### config.mk
export PLATFORM = sky130hd
export DESIGN_NAME = rect_fill_drawer
export DESIGN_NICKNAME = d
export VERILOG_FILES = /design/src/rtl/rect_fill_drawer.sv
export SDC_FILE = /design/constraint.sdc
export NUM_CORES = 1
export LEC_CHECK = 0
export CORE_ASPECT_RATIO = 1.1
export CORE_MARGIN = 3
export CORE_UTILIZATION = 57
export DETAILED_ROUTE_END_ITERATION = 16
export PLACE_DENSITY_LB_ADDON = 0.05
export SLEW_MARGIN = 15
export SYNTH_ARGS = -nofsm -noshare
export SYNTH_HDL_FRONTEND = slang
export SYNTH_SLANG_ARGS = --single-unit
### constraint.sdc
create_clock -name Clock -period 4.75 [get_ports Clock]
set_input_delay 0.475 -clock Clock [delete_from_list [all_inputs] [get_ports Clock]]
set_output_delay 0.475 -clock Clock [all_outputs]
set_load 0.005 [all_outputs]
### src/rtl/rect_fill_drawer.sv
// Rectangle / full-screen fill pixel generator feeding vga_adapter.
// Latches a clipped region on start and streams one pixel per unstalled cycle in raster order.
module rect_fill_drawer #(
   parameter int unsigned SCREEN_W = 160,
   parameter int unsigned SCREEN_H = 120
) (
   input  logic       Clock,
   input  logic       Resetn,
   input  logic       start,
   input  logic       clear,
   input  logic [7:0] x0,
   input  logic [6:0] y0,
   input  logic [7:0] width,
   input  logic [6:0] height,
   input  logic [2:0] colour_in,
   input  logic       stall,
   output logic [7:0] x,
   output logic [6:0] y,
   output logic [2:0] colour,
   output logic       plot,
   output logic       busy,
   output logic       done
);

   localparam logic [8:0] ScrW = 9'(SCREEN_W);
   localparam logic [8:0] ScrH = 9'(SCREEN_H);

   typedef enum logic [1:0] {StIdle, StDraw, StFinish} state_e;

   state_e     state_q, state_d;
   logic [7:0] x_q, x_d;
   logic [6:0] y_q, y_d;
   logic [2:0] colour_q, colour_d;
   logic       plot_q, plot_d;
   logic       busy_q, busy_d;
   logic       done_q, done_d;
   // Latched region and the pending (next-to-present) pixel.
   logic [7:0] xs_q, xs_d;
   logic [7:0] xe_q, xe_d;
   logic [6:0] ye_q, ye_d;
   logic [7:0] cx_q, cx_d;
   logic [6:0] cy_q, cy_d;
   logic       last_q, last_d;

   logic [7:0] org_x, end_x;
   logic [6:0] org_y, end_y;
   logic [8:0] w_avail, h_avail, w_eff, h_eff;
   logic       area_zero;

   // Clip the requested region against the screen using 9-bit arithmetic.
   always_comb begin
      org_x   = x0;
      org_y   = y0;
      w_avail = '0;
      h_avail = '0;
      w_eff   = '0;
      h_eff   = '0;
      if (clear) begin
         org_x = '0;
         org_y = '0;
         w_eff = ScrW;
         h_eff = ScrH;
      end else if (({1'b0, x0} < ScrW) && ({2'b00, y0} < ScrH)) begin
         w_avail = ScrW - {1'b0, x0};
         h_avail = ScrH - {2'b00, y0};
         w_eff   = ({1'b0, width} < w_avail) ? {1'b0, width} : w_avail;
         h_eff   = ({2'b00, height} < h_avail) ? {2'b00, height} : h_avail;
      end
      area_zero = (w_eff == '0) || (h_eff == '0);
      end_x     = 8'({1'b0, org_x} + w_eff - 9'd1);
      end_y     = 7'({2'b00, org_y} + h_eff - 9'd1);
   end

   logic [7:0] cur_x, cur_xs, cur_xe, nxt_x;
   logic [6:0] cur_y, cur_ye, nxt_y;
   logic       row_end, at_last, present;

   // In IDLE the first pixel comes straight from the request so it appears one cycle after start.
   always_comb begin
      if (state_q == StIdle) begin
         cur_x  = org_x;
         cur_y  = org_y;
         cur_xs = org_x;
         cur_xe = end_x;
         cur_ye = end_y;
      end else begin
         cur_x  = cx_q;
         cur_y  = cy_q;
         cur_xs = xs_q;
         cur_xe = xe_q;
         cur_ye = ye_q;
      end
      row_end = (cur_x == cur_xe);
      at_last = row_end && (cur_y == cur_ye);
      nxt_x   = row_end ? cur_xs : cur_x + 8'd1;
      nxt_y   = row_end ? cur_y + 7'd1 : cur_y;
      present = ((state_q == StIdle) && start && !area_zero) ||
                ((state_q == StDraw) && !last_q && !stall);
   end

   always_ff @(posedge Clock or negedge Resetn) begin
      if (!Resetn) begin
         state_q <= StIdle;
      end else begin
         state_q <= state_d;
      end
   end

   always_comb begin
      state_d = state_q;
      unique case (state_q)
         StIdle:   if (start) state_d = area_zero ? StFinish : StDraw;
         StDraw:   if (last_q) state_d = StFinish;
         StFinish: state_d = StIdle;
         default:  state_d = StIdle;
      endcase
   end

   always_comb begin
      x_d      = x_q;
      y_d      = y_q;
      colour_d = colour_q;
      plot_d   = 1'b0;
      busy_d   = (state_d == StDraw);
      done_d   = (state_d == StFinish);
      xs_d     = xs_q;
      xe_d     = xe_q;
      ye_d     = ye_q;
      cx_d     = cx_q;
      cy_d     = cy_q;
      last_d   = last_q;
      if ((state_q == StIdle) && start) begin
         colour_d = colour_in;
         xs_d     = org_x;
         xe_d     = end_x;
         ye_d     = end_y;
      end
      if (present) begin
         x_d    = cur_x;
         y_d    = cur_y;
         plot_d = 1'b1;
         cx_d   = nxt_x;
         cy_d   = nxt_y;
         last_d = at_last;
      end
   end

   always_ff @(posedge Clock or negedge Resetn) begin
      if (!Resetn) begin
         x_q      <= '0;
         y_q      <= '0;
         colour_q <= '0;
         plot_q   <= 1'b0;
         busy_q   <= 1'b0;
         done_q   <= 1'b0;
         xs_q     <= '0;
         xe_q     <= '0;
         ye_q     <= '0;
         cx_q     <= '0;
         cy_q     <= '0;
         last_q   <= 1'b0;
      end else begin
         x_q      <= x_d;
         y_q      <= y_d;
         colour_q <= colour_d;
         plot_q   <= plot_d;
         busy_q   <= busy_d;
         done_q   <= done_d;
         xs_q     <= xs_d;
         xe_q     <= xe_d;
         ye_q     <= ye_d;
         cx_q     <= cx_d;
         cy_q     <= cy_d;
         last_q   <= last_d;
      end
   end

   assign x      = x_q;
   assign y      = y_q;
   assign colour = colour_q;
   assign plot   = plot_q;
   assign busy   = busy_q;
   assign done   = done_q;

endmodule

[Word level (Yosys, flattened, before mapping)]
Cells that the tools add are included.
W data, S select, Z words.
Word-level totals
  flip-flop bits (word level): 62
  output and inout port bits: 21
  logic and storage cells: 64
  input port bits: 38
Operators by class
  reductions and logical operators: 14
  order comparisons: 4
  add/subtract/negate cells: 8
  equal/unequal tests: 5
  multiplexer cells: 20
Operators by type and width (count)
  $mux W9: 6
  $mux W8: 5
  $mux W7: 4
  $logic_not A9 Y1: 2
  $lt A7 B9 Y1: 1
  $lt A8 B9 Y1: 1
  $sub A8 B8 Y9 const A: 1
  $add A8 B1 Y8 const B: 1
  $add A8 B8 Y8: 1
  $eq A8 B8 Y1: 1
  $lt A8 B8 Y1 const B: 1
  $sub A7 B7 Y8 const A: 1
  $sub A8 B1 Y8 const B: 1
  $add A7 B1 Y7 const B: 1
  $add A7 B7 Y7: 1
  $eq A7 B7 Y1: 1
  $lt A7 B7 Y1 const B: 1
  $sub A7 B1 Y7 const B: 1
  $logic_and A1 B1 Y1: 6
  $mux W2: 3
  $eq A2 B1 Y1 const B: 2
  $pmux W2 S2: 1
  $logic_not A1 Y1: 3
  $eq A2 B2 Y1 const B: 1
  3 further kinds: 4

[Depth between registers and ports, before layout]
Gate-level depths: netlist of the first run.
  depth in word-level cells: 11
  gate-level depth with buffers: 30
  mapped depth without buffers: 27

[Worst setup path after synthesis of the first run]
No wires, ideal clock.
  kind: input port to flip-flop
  from: input port x0[3]
  to: register cx_q[1]
  buffers on the path: 3
  setup time: 0.125 ns
  data required time: 4.625 ns
  stages on the path: 30
  slack: -1.248 ns
  arrival time: 5.874 ns
  path through: or4_1 > o21a_1 > nor2_1 > xor2_1 > inv_1 > ha_1 > a211oi_1 > o21ai_0 > a31oi_1 > or2_1 > buf_6 > clkbuf_1 > nand2_1 > o21ai_0 > nand2_1 > ha_1 > inv_1 > ha_1 > inv_1 > fa_1 > nand2b_1 > o2bb2ai_1 > o21bai_1 > a21oi_1 > xor2_1 > o211a_1 > nor3b_1 > buf_6 > mux2i_1 > mux2_2
On the way
  cells in the longest elaborated chain, start to end: 10
  elaborated cells between the ends (all ways): 22
  classes of those cells: add/sub (3); order compare (2); eq/ne (1); mux (9); reduce/logical (7)
Ends and longest elaborated chain
  start, declared: line 11  | input logic [7:0] x0,
  $sub A8 B8 Y9: line 64  | w_avail = ScrW - {1'b0, x0};
  $lt A8 B9 Y1: line 66  | w_eff = ({1'b0, width} < w_avail) ? {1'b0, width} : w_avail;
  $mux W9: line 66
  $mux W9: line 63  | end else if (({1'b0, x0} < ScrW) && ({2'b00, y0} < ScrH)) begin
  $mux W9: line 58  | if (clear) begin
  $add A8 B8 Y8 or $logic_not A9 Y1 (tied branches): line 70, 69
  $sub A8 B1 Y8 or $logic_or A1 B1 Y1 (tied branches): line 70, 69
  $mux W8 or $logic_not A1 Y1 (tied branches): line 80, 97
  $eq A8 B8 Y1 or $logic_and A1 B1 Y1 (tied branches): line 93, 97
  $mux W8 or $logic_or A1 B1 Y1 (tied branches): line 95, 97
  end signal, assigned: line 159  | cx_q <= '0;
  end signal, assigned: line 172  | cx_q <= cx_d;
  end, declared: line 41  | logic [7:0] cx_q, cx_d;
Several ways; a longest one is shown, not always the timed one.
A chain may end at the register's enable or synchronous reset.

[Worst setup path in the final report of the first run]
  from: input port x0[1]
  to: register cy_q[6]
On the way
  cells in the longest elaborated chain, start to end: 10
  elaborated cells between the ends (all ways): 22
  classes of those cells: add/sub (3); order compare (2); eq/ne (1); mux (9); reduce/logical (7)
Ends and longest elaborated chain
  $sub A8 B8 Y9: line 64
  $lt A8 B9 Y1: line 66
  $mux W9: line 66
  $mux W9: line 63
  $mux W9: line 58
  $add A8 B8 Y8 or $logic_not A9 Y1 (tied branches): line 70, 69
  $sub A8 B1 Y8 or $logic_or A1 B1 Y1 (tied branches): line 70, 69
  $mux W8 or $logic_not A1 Y1 (tied branches): line 80, 97
  $eq A8 B8 Y1 or $logic_and A1 B1 Y1 (tied branches): line 93, 97
  $mux W7 or $logic_or A1 B1 Y1 (tied branches): line 96, 97
  end signal, assigned: line 173  | cy_q <= cy_d;
  end, declared: line 42  | logic [6:0] cy_q, cy_d;
Several ways; a longest one is shown, not always the timed one.

==> results of run 1 <==
==> cells by family (layout without fill, tap and decap cells) <==
family,after synthesis,after routing,share of synthesized area
adder cells (fa/ha/maj),43,43,0.104
AO/OA/AOI/OAI,156,156,0.187
multiplexers,36,36,0.0778
AND/OR/NAND/NOR,200,200,0.188
XOR/XNOR,52,52,0.0910
flip-flops,62,62,0.291
buffers and inverters,76,274,0.0616
==> through the flow <==
stage | setup TNS, ns | utilization | setup WS (ns) | std cells
6_report | -12.69 | 0.873 | -0.856 | 937
3_5_place_dp | -23.43 | 0.751 | -1.41 | 870
3_3_place_gp | -18.37 | 0.751 | -1.14 | 870
5_1_grt | -15.94 | 0.873 | -1.03 | 937
2_1_floorplan | -10.35 | - | -0.771 | 625
4_1_cts | -6.73 | 0.831 | -0.475 | 920
==> registers in the layout, indices dropped and copies added (netlist names) <==
name     flops
cx_q         8
x            8
xe_q         8
xs_q         8
cy_q         7
y            7
ye_q         7
colour       3
state_q      2
busy         1
done         1
last_q       1
plot         1
==> area by class of cell <==
cell class,count,area share
Clock inverter,6,0.00895
Timing Repair Buffer,212,0.225
Clock buffer,10,0.0176
Tap cell,114,0.0182
Inverter,46,0.0227
Sequential cell,62,0.198
Multi-Input combinational cell,487,0.509
==> worst max-delay path: cells and delay by family <==
kind,cells,cell delay (ns)
adders and majority gates,4,0.98
AOI/OAI and AO/OA,5,0.89
muxes,2,0.57
and+or+nand+nor,10,1.55
xor gates and xnor gates,2,0.31
buffers and inverters,9,1.03
==> layer usage <==
layer | GRT usage | vias up | share of wire
met5 | 0 | - | 0
met4 | 0.149 | 0 | 0.056
met3 | 0.0525 | 94 | 0.066
met2 | 0.549 | 342 | 0.49
met1 | 0.394 | 2737 | 0.39
li1 | - | 2587 | -
==> cell usage in the layout (no fill, tap or decap), drive strengths merged, types with 3 or more instances in the layout <==
master | Yosys | final
nor2 | 52 | 52
nor4b | 4 | 4
and3 | 4 | 4
a31oi | 7 | 7
a21o | 7 | 7
inv | 46 | 47
a21oi | 47 | 47
o21ai | 52 | 52
xnor2 | 31 | 31
nand2b | 19 | 19
dfrtp | 62 | 62
nor3b | 4 | 4
a211o | 3 | 3
o21a | 4 | 4
mux2i | 11 | 11
nand4 | 7 | 7
nor3 | 20 | 20
clkbuf | 14 | 10
xor2 | 19 | 19
buf | 16 | 159
o21bai | 3 | 3
ha | 41 | 41
or2 | 3 | 3
nor2b | 3 | 3
or4 | 3 | 3
clkdlybuf4s50 | 0 | 48
nand2 | 55 | 55
o311ai | 3 | 3
nor4 | 6 | 6
or4b | 3 | 3
o2bb2ai | 4 | 4
clkinvlp | 0 | 3
o211ai | 7 | 7
a211oi | 4 | 4
mux2 | 24 | 24
dlymetal6s2s | 0 | 4
nand3 | 11 | 11
==> Yosys cell counts (5+ instances only) <==
master	number
o21ai_0	45
xnor2_1	31
nand2b_1	19
ha_1	41
a21oi_1	46
clkbuf_1	14
nor2_1	51
nand3_1	11
inv_1	45
o21ai_1	7
o211ai_1	7
nand4_1	7
mux2_2	21
xor2_1	19
nor3_1	20
nor4_1	5
mux2i_1	11
dfrtp_1	62
a21o_1	7
buf_2	8
nand2_1	55
a31oi_1	6
==> what timing repair did <==
| action | 4_1_cts | 5_1_grt |
|---|---|---|
| endpoints found under the setup margin | 18 | 18 |
| pin swaps | 45 | 29 |
| gates cloned | 0 | 0 |
| resized for setup | 78 | 54 |
| hold buffers | 0 | 0 |
| setup buffers | 35 | 19 |
==> power breakdown <==
part | leakage, nW | switching [mW] | internal (mW) | total [mW]
Clock | 0.0951 | 0.234 | 0.259 | 0.493
Sequential | 0.747 | 0.181 | 0.777 | 0.958
Combinational | 2.76 | 1.18 | 1.13 | 2.31
==> path summary, 6_finish.rpt <==
path / startpoint / to / slack, ns / cells past startpoint
max in group asynchronous: Resetn / ye_q[1] / 3.95 / 2
min: Resetn / xs_q[6] / 0.29 / 2
max reg2reg: state_q[1] / cy_q[5] / 1.30 / 10
min reg2reg: xe_q[3] / xe_q[3] / 0.49 / 2
max: x0[1] / cy_q[6] / -0.86 / 32
min in group Clock: xe_q[3] / xe_q[3] / 0.49 / 2
==> flow_metrics.env, run 1 <==
export IMPL_min_period_ns=5.61
export IMPL_rsz0062_at_grt="true"
export IMPL_drtIter0Drc=536
export IMPL_path_clk_slew_ns=0.08
export IMPL_gp_congestion=0.942
export IMPL_irDropWorstVdd_mv=0.215
export IMPL_yosysWarnings=0
export IMPL_fillers=422
export IMPL_post_route_period_util=1.18
export IMPL_die_area_mm2=0.0105
export IMPL_max_freq_mhz=178
export IMPL_yosys_area_top_type_share=0.291
export IMPL_synth_edff_count=0
export IMPL_finalSetupViolations=17
export IMPL_seq_area_frac_synth=0.291
export IMPL_ys_types=67
export IMPL_synth_cells=625
export IMPL_synth_net_count=706
export IMPL_yosys_area_top_type="dfrtp_1"
export IMPL_die_height_um=107
export IMPL_numCtsBuffers=9
export IMPL_multiInputGateArea_mm2=0.00398
export IMPL_tritoncts="done"
export IMPL_post_route_worst_setup_slack_ns=-0.856
export IMPL_areaGrowthSynthToFinish_pct=47.0
export IMPL_required_ns=5.00
export IMPL_io_pins=59
export IMPL_chipWidth_um=98.1
export IMPL_synthTopCellsByArea="dfrtp_1, ha_1, xnor2_1, mux2_2, a21oi_1"
export IMPL_crit_arrival_ns=5.86
export IMPL_core_mm2=0.00896
export IMPL_grt_max_degree=63
export IMPL_tightest_slew_ns=0.789
export IMPL_worstSetupStartpointType="input port"
export IMPL_overflow=0
export IMPL_cp_max_fo=7
export IMPL_cts_htree_levels=3
export IMPL_maxCapViolations=0
export IMPL_rows=36
export IMPL_fin_area_mm2=0.00783
export IMPL_hpwl_mm=11.2
export IMPL_gr_usage_all_layers=0.320
export IMPL_leakage_nw=3.60
export IMPL_status="complete, but fails checks"
export IMPL_wirelength_mm=18.9
export IMPL_synth_seq_cells=62
export IMPL_num_vias=5760
export IMPL_cp_slowest_stage_delay_ns=0.50
export IMPL_synth_top_flop_cell="dfrtp_1"
export IMPL_n_antenna_cell=0
export IMPL_post_drt_wl_per_cell_um=20.2
export IMPL_io_buffers=58
export IMPL_hold_class="in2async"
export IMPL_worst_setup_path_end_kind="flop"
export IMPL_violations="setup timing"
export IMPL_final_antenna_net_count=0
export IMPL_hold_viol_final=0
export IMPL_cts_sink_count=62
export IMPL_final_max_slew_violation_count=0
export IMPL_crit_slowest_cell="or4b_4"
export IMPL_initial_core_util=0.594
export IMPL_fin_skew_ns=0.0126
export IMPL_grt_pass1_wl_mm=27.2
export IMPL_antenna_found_initial=0
export IMPL_insertion_delay_ns=0.36
export IMPL_dpl_cell_area_mm2=0.00673
export IMPL_nNetsFinal=899
export IMPL_grt_pass1_vias=5668
export IMPL_route_detailed_drc=0
export IMPL_viasPerCell=6.15
export IMPL_power_density_mw_per_mm2=481
export IMPL_cts_root_buf="clkbuf_8"
export IMPL_syn_avg_cell_area_um2=8.52
export IMPL_path_class="in2reg"
export IMPL_cp_common_cell="buf_4"
export IMPL_finalPower_mw=3.76
export IMPL_relSlewSlack=0.474
export IMPL_holdWs_ns=0.288
export IMPL_layout_drive_gt1_share=0.354
export IMPL_seq_area_mm2=0.00155
export IMPL_synthesis_area_mm2=0.00532
export IMPL_firstDrtPassIters=5
export IMPL_cts_buffer_depth=2
export IMPL_async_flop_share=1.00
(Power assumes the default switching activity.)
==> run 2, diff against run 1 <==
==> constraint.sdc (replaced) <==
create_clock -name Clock -period 7.3 [get_ports Clock]
set_input_delay 0.73 -clock Clock [delete_from_list [all_inputs] [get_ports Clock]]
set_output_delay 0.73 -clock Clock [all_outputs]
set_load 0.005 [all_outputs]
==> run 2 against run 1 <==
The flow now finishes without violations. Clock skew fell by 0.0038 ns. Core utilization fell by 19 points. Sequential power fell by 36%. Worst hold slack improved by 0.19 ns. Via count fell by 19%. Count of clock-buffer cells in the layout rose by 5. Global-route usage fell by 6.0 points. Critical path depth fell by 5. Clock power fell by 42%. Register-to-register slack improved by 2.2 ns. Non-clock buffer count fell by 147. Die area did not move. Critical endpoint is now cy_q[5].
==> flow_metrics.env, run 2 (same netlist as run 1, synthesis figures left out) <==
export IMPL_io_pins=59
export IMPL_grt_pass1_vias=4545
export IMPL_tritoncts="done"
export IMPL_crit_arrival_ns=6.91
export IMPL_rsz0062_at_grt="false"
export IMPL_cts_sink_count=62
export IMPL_finalSetupViolations=0
export IMPL_hpwl_mm=10.2
export IMPL_initial_core_util=0.594
export IMPL_path_clk_slew_ns=0.07
export IMPL_leakage_nw=2.69
export IMPL_die_height_um=107
export IMPL_min_period_ns=6.68
export IMPL_path_class="in2reg"
export IMPL_ff2ff_path_depth=10
export IMPL_required_ns=7.53
export IMPL_fin_skew_ns=0.00878
export IMPL_hold_path_depth=2
export IMPL_irDropWorstVdd_mv=0.129
export IMPL_hold_class="reg2reg"
export IMPL_antenna_found_initial=0
export IMPL_hold_viol_final=0
export IMPL_numCtsBuffers=9
export IMPL_status="finished, final reports clean"
export IMPL_route_detailed_drc=0
export IMPL_gp_congestion=0.967
export IMPL_final_antenna_net_count=0
export IMPL_chipWidth_um=98.1
export IMPL_cp_max_fo=11
export IMPL_n_antenna_cell=0
export IMPL_overflow=0
export IMPL_cts_buffer_depth=2
export IMPL_grt_max_degree=63
export IMPL_worstSetupStartpointType="input port"
export IMPL_maxCapViolations=0
export IMPL_firstDrtPassIters=5
export IMPL_rows=36
export IMPL_multiInputGateArea_mm2=0.00345
export IMPL_power_density_mw_per_mm2=335
export IMPL_io_buffers=58
export IMPL_insertion_delay_ns=0.35
export IMPL_tns_ns=0
export IMPL_viasPerCell=5.92
export IMPL_tightest_slew_ns=1.07
export IMPL_cts_root_buf="clkbuf_8"
export IMPL_drtIter0Drc=246
export IMPL_wirelength_mm=13.4
export IMPL_final_max_slew_violation_count=0
export IMPL_layout_drive_gt1_share=0.0814
export IMPL_fillers=783
export IMPL_areaGrowthSynthToFinish_pct=15.0
export IMPL_gr_usage_all_layers=0.260
export IMPL_final_common_cell="dfrtp_1"
export IMPL_grt_pass1_wl_mm=22.3
export IMPL_post_drt_wl_per_cell_um=16.9
export IMPL_post_route_period_util=0.915
export IMPL_final_util=0.683
export IMPL_max_freq_mhz=150
export IMPL_num_vias=4678
export IMPL_holdWs_ns=0.481
export IMPL_final_cell_mix="dfrtp_1, clkdlybuf4s50_1, nand2_1, nor2_1, a21oi_1"
export IMPL_nNetsFinal=752
export IMPL_hold_buffers=0
export IMPL_worst_setup_path_end_kind="flop"
export IMPL_cts_htree_levels=3
export IMPL_die_area_mm2=0.0105
export IMPL_seq_area_mm2=0.00155
export IMPL_relSlewSlack=0.289
export IMPL_core_mm2=0.00896
## run 2: cell count changes in the layout (fill, tap and decap cells not counted), sizes merged
| cell | delta |
|---|---|
| buf | -151 |
| dlymetal6s2s | -4 |
| clkdlybuf4s50 | +9 |
| clkinv | -1 |
| inv | -1 |
| dlygate4sd2 | -1 |
| clkbuf | +5 |
| clkinvlp | -3 |
## run 2: layout make-up
cell class,count,area share
Inverter,46,0.0286
Sequential cell,62,0.253
Clock inverter,1,0.00490
Clock buffer,15,0.0239
Timing Repair Buffer,65,0.103
Tap cell,114,0.0233
Multi-Input combinational cell,487,0.563
## run 2: path summary, 6_finish.rpt
kind	from	end	slack (ns)
min in group asynchronous	Resetn	cx_q[1]	0.55
min reg2reg	xs_q[0]	xs_q[0]	0.48
min	xs_q[0]	xs_q[0]	0.48
max in group asynchronous	Resetn	y[2]	6.22
max reg2reg	state_q[1]	cy_q[5]	3.54
max	x0[3]	cy_q[5]	0.62
## run 2: per-layer routing
| metal | vias to the layer above | global-route usage | wire length, µm |
|---|---|---|---|
| met2 | 121 | 0.409 | 6170 |
| met3 | 19 | 0.0480 | 623 |
| li1 | 2299 | - | - |
| met5 | - | 0 | 0 |
| met1 | 2239 | 0.367 | 6360 |
| met4 | 0 | 0.0771 | 208 |
## run 2: power by group
group          leakage [nW]  internal [mW]  total [mW]  switching [mW]
clock network        0.0859          0.159       0.288           0.129
registers             0.747          0.506       0.614           0.108
logic                  1.85          0.534        1.15           0.615
total                  2.69           1.20        2.05           0.853
## run 2: metrics by stage
step	total power [mW]	worst slack (ns)	area, µm²	std cells
floorplan	1.42	1.05	5320	625
global placement	1.72	0.316	5940	774
detailed placement	1.75	0.238	5940	774
CTS	2.05	0.570	6120	790
global route	2.22	0.0781	6120	790
finish	2.05	0.622	6120	790
## run 2: repair_timing
action                     CTS  global route
setup endpoints to repair    0             3
resized for setup            0             1
setup buffers                0             0
## run 2: critical path: stages
cell and delay [ns]:
clkdlybuf4s50_1 0.51, or4_1 0.65, o21a_1 0.22, nor2_1 0.18
xor2_1 0.23, inv_1 0.06, ha_1 0.20, a211oi_1 0.15
o21ai_0 0.14, a31oi_2 0.26, or2_1 0.32, nand2_1 0.08
o21ai_0 0.07, nand2_1 0.08, ha_1 0.38, inv_1 0.06
ha_1 0.29, a21o_1 0.20, a21oi_1 0.29, xor3_1 0.28
o31a_1 0.29, nor3_1 0.27, buf_4 0.24, nand3_1 0.10
nor3_1 0.22, xnor2_1 0.11, mux2_2 0.28
==> run 3, diff against run 2 <==
--- a/config.mk
+++ b/config.mk
@@ -6,7 +6,7 @@
 export NUM_CORES = 1
 export LEC_CHECK = 0
 export CORE_ASPECT_RATIO = 1.1
-export CORE_MARGIN = 3
+export CORE_MARGIN = 5
 export CORE_UTILIZATION = 57
 export DETAILED_ROUTE_END_ITERATION = 16
 export PLACE_DENSITY_LB_ADDON = 0.05
==> run 3 against run 2 <==
Clock power up 16%. Clock skew barely moved. Count of clock-buffer cells in the layout down 3. Critical path type unchanged. Critical endpoint is now cx_q[5].
==> flow_metrics.env, run 3 (same netlist as run 1, synthesis figures left out) <==
export IMPL_irDropWorstVdd_mv=0.131
export IMPL_hold_class="reg2reg"
export IMPL_min_period_ns=6.64
export IMPL_core_mm2=0.00926
export IMPL_cts_resized=0
export IMPL_gr_usage_all_layers=0.244
export IMPL_grt_max_degree=63
export IMPL_swShare=0.407
export IMPL_die_height_um=111
export IMPL_drtIter0Drc=212
export IMPL_layout_drive_gt1_share=0.0871
export IMPL_hold_buffers=0
export IMPL_insertion_delay_ns=0.35
export IMPL_cts_htree_levels=3
export IMPL_final_util=0.666
export IMPL_crit_arrival_ns=6.91
export IMPL_firstDrtPassIters=5
export IMPL_overflow=0
export IMPL_final_max_slew_violation_count=0
export IMPL_reg2reg_from="state_q[1]"
export IMPL_tns_ns=0
export IMPL_clockPowerShare=0.160
export IMPL_path_clk_slew_ns=0.07
export IMPL_post_drt_wl_per_cell_um=16.7
export IMPL_final_common_cell="dfrtp_1"
export IMPL_gp_congestion=0.884
export IMPL_cts_sink_count=62
export IMPL_io_pins=59
export IMPL_initial_core_util=0.575
export IMPL_grt_pass1_vias=4485
export IMPL_final_cell_mix="dfrtp_1, clkdlybuf4s50_1, nand2_1, nor2_1, a21oi_1"
export IMPL_rsz0062_at_grt="false"
export IMPL_switchingPower_uw=853
export IMPL_numCtsBuffers=9
export IMPL_path_class="in2reg"
export IMPL_holdWs_ns=0.479
export IMPL_status="finished, final reports clean"
export IMPL_chipWidth_um=102
export IMPL_n_antenna_cell=0
export IMPL_fin_skew_ns=0.00832
export IMPL_p_int_mw=1.24
export IMPL_p_seq_frac=0.294
export IMPL_wirelength_mm=13.2
export IMPL_max_freq_mhz=151
export IMPL_tightest_slew_ns=1.05
export IMPL_hold_viol_final=0
export IMPL_maxCapViolations=0
export IMPL_rows=37
export IMPL_finalSetupViolations=0
export IMPL_worstSetupStartpointType="input port"
export IMPL_antenna_found_initial=0
export IMPL_hpwl_mm=10.2
export IMPL_io_buffers=58
export IMPL_die_area_mm2=0.0114
export IMPL_relSlewSlack=0.302
export IMPL_cp_max_fo=11
export IMPL_final_antenna_net_count=0
export IMPL_num_vias=4729
export IMPL_viasPerCell=5.96
export IMPL_nNetsFinal=753
export IMPL_grt_pass1_wl_mm=22.2
export IMPL_required_ns=7.57
export IMPL_cts_root_buf="clkbuf_8"
export IMPL_tritoncts="done"
export IMPL_leakage_nw=2.72
export IMPL_comb_power_share=0.547
export IMPL_cts_buffer_depth=2
export IMPL_worst_setup_path_end_kind="flop"
export IMPL_post_cts_buffers=0
export IMPL_route_detailed_drc=0
export IMPL_hold_start="xe_q[3]"
export IMPL_cp_startpoint="x0[3]"
export IMPL_power_density_mw_per_mm2=339
export IMPL_areaGrowthSynthToFinish_pct=15.9
export IMPL_post_route_period_util=0.910
==> run 3: cell count changes in the layout (fill, tap and decap cells not counted), sizes merged <==
| cell | delta |
|---|---|
| buf | +1 |
| bufinv | +1 |
| clkinv | +2 |
| clkbuf | -3 |
==> run 3: cell type report <==
type | instances | area, µm²
Clock buffer | 12 | 145
Sequential cell | 62 | 1550
Timing Repair Buffer | 66 | 636
Tap cell | 117 | 146
Clock inverter | 4 | 70.1
Inverter | 46 | 175
Multi-Input combinational cell | 487 | 3440
Fill cell | 831 | 3090
==> run 3: stage by stage <==
step | power, mW | instances | worst slack [ns] | area (µm²)
final | 2.09 | 794 | 0.658 | 6170
after global routing | 2.26 | 794 | 0.193 | 6170
after CTS | 2.10 | 794 | 0.689 | 6170
after detailed placement | 1.76 | 778 | 0.334 | 5950
after global placement | 1.71 | 778 | 0.478 | 5950
after floorplan | 1.42 | 625 | 1.05 | 5320
==> run 3: worst paths after layout <==
path	endpoint	slack [ns]	cells past startpoint
setup / recovery	cx_q[5]	0.66	25
hold / removal	xe_q[3]	0.48	2
setup reg to reg	cx_q[5]	3.42	9
hold reg to reg	xe_q[3]	0.48	2
max in group asynchronous	ye_q[4]	6.23	2
min in group asynchronous	xs_q[6]	0.56	2
==> run 3: worst max-delay path: stages <==
cell             delay (ns)
clkdlybuf4s50_1        0.50
or4_1                  0.65
o21a_1                 0.21
nor2_1                 0.17
xor2_1                 0.21
inv_1                  0.06
ha_1                   0.27
inv_1                  0.04
a21oi_1                0.11
o21ai_1                0.13
or2_1                  0.33
buf_4                  0.21
a311oi_4               0.35
ha_1                   0.30
inv_1                  0.06
ha_1                   0.26
and3_1                 0.21
a221o_1                0.38
mux2_2                 0.25
nor3_1                 0.06
nor3_1                 0.41
nor3b_1                0.26
buf_4                  0.24
mux2_2                 0.36
a21oi_1                0.15
==> run 3: metal layers <==
layer	routed length [µm]	vias up	track usage
met5	0	-	0
met1	6270	2255	0.358
met3	718	20	0.0332
met2	6030	153	0.372
met4	221	0	0.0744
li1	-	2301	-
==> run 3: power by group through the flow <==
stage          Clock, mW  Combinational (mW)  Sequential (mW)
2_1_floorplan          0               0.835            0.589
3_3_place_gp           0                1.10            0.612
3_5_place_dp           0                1.14            0.619
4_1_cts            0.339                1.15            0.615
5_1_grt            0.356                1.27            0.636
6_report           0.334                1.14            0.615
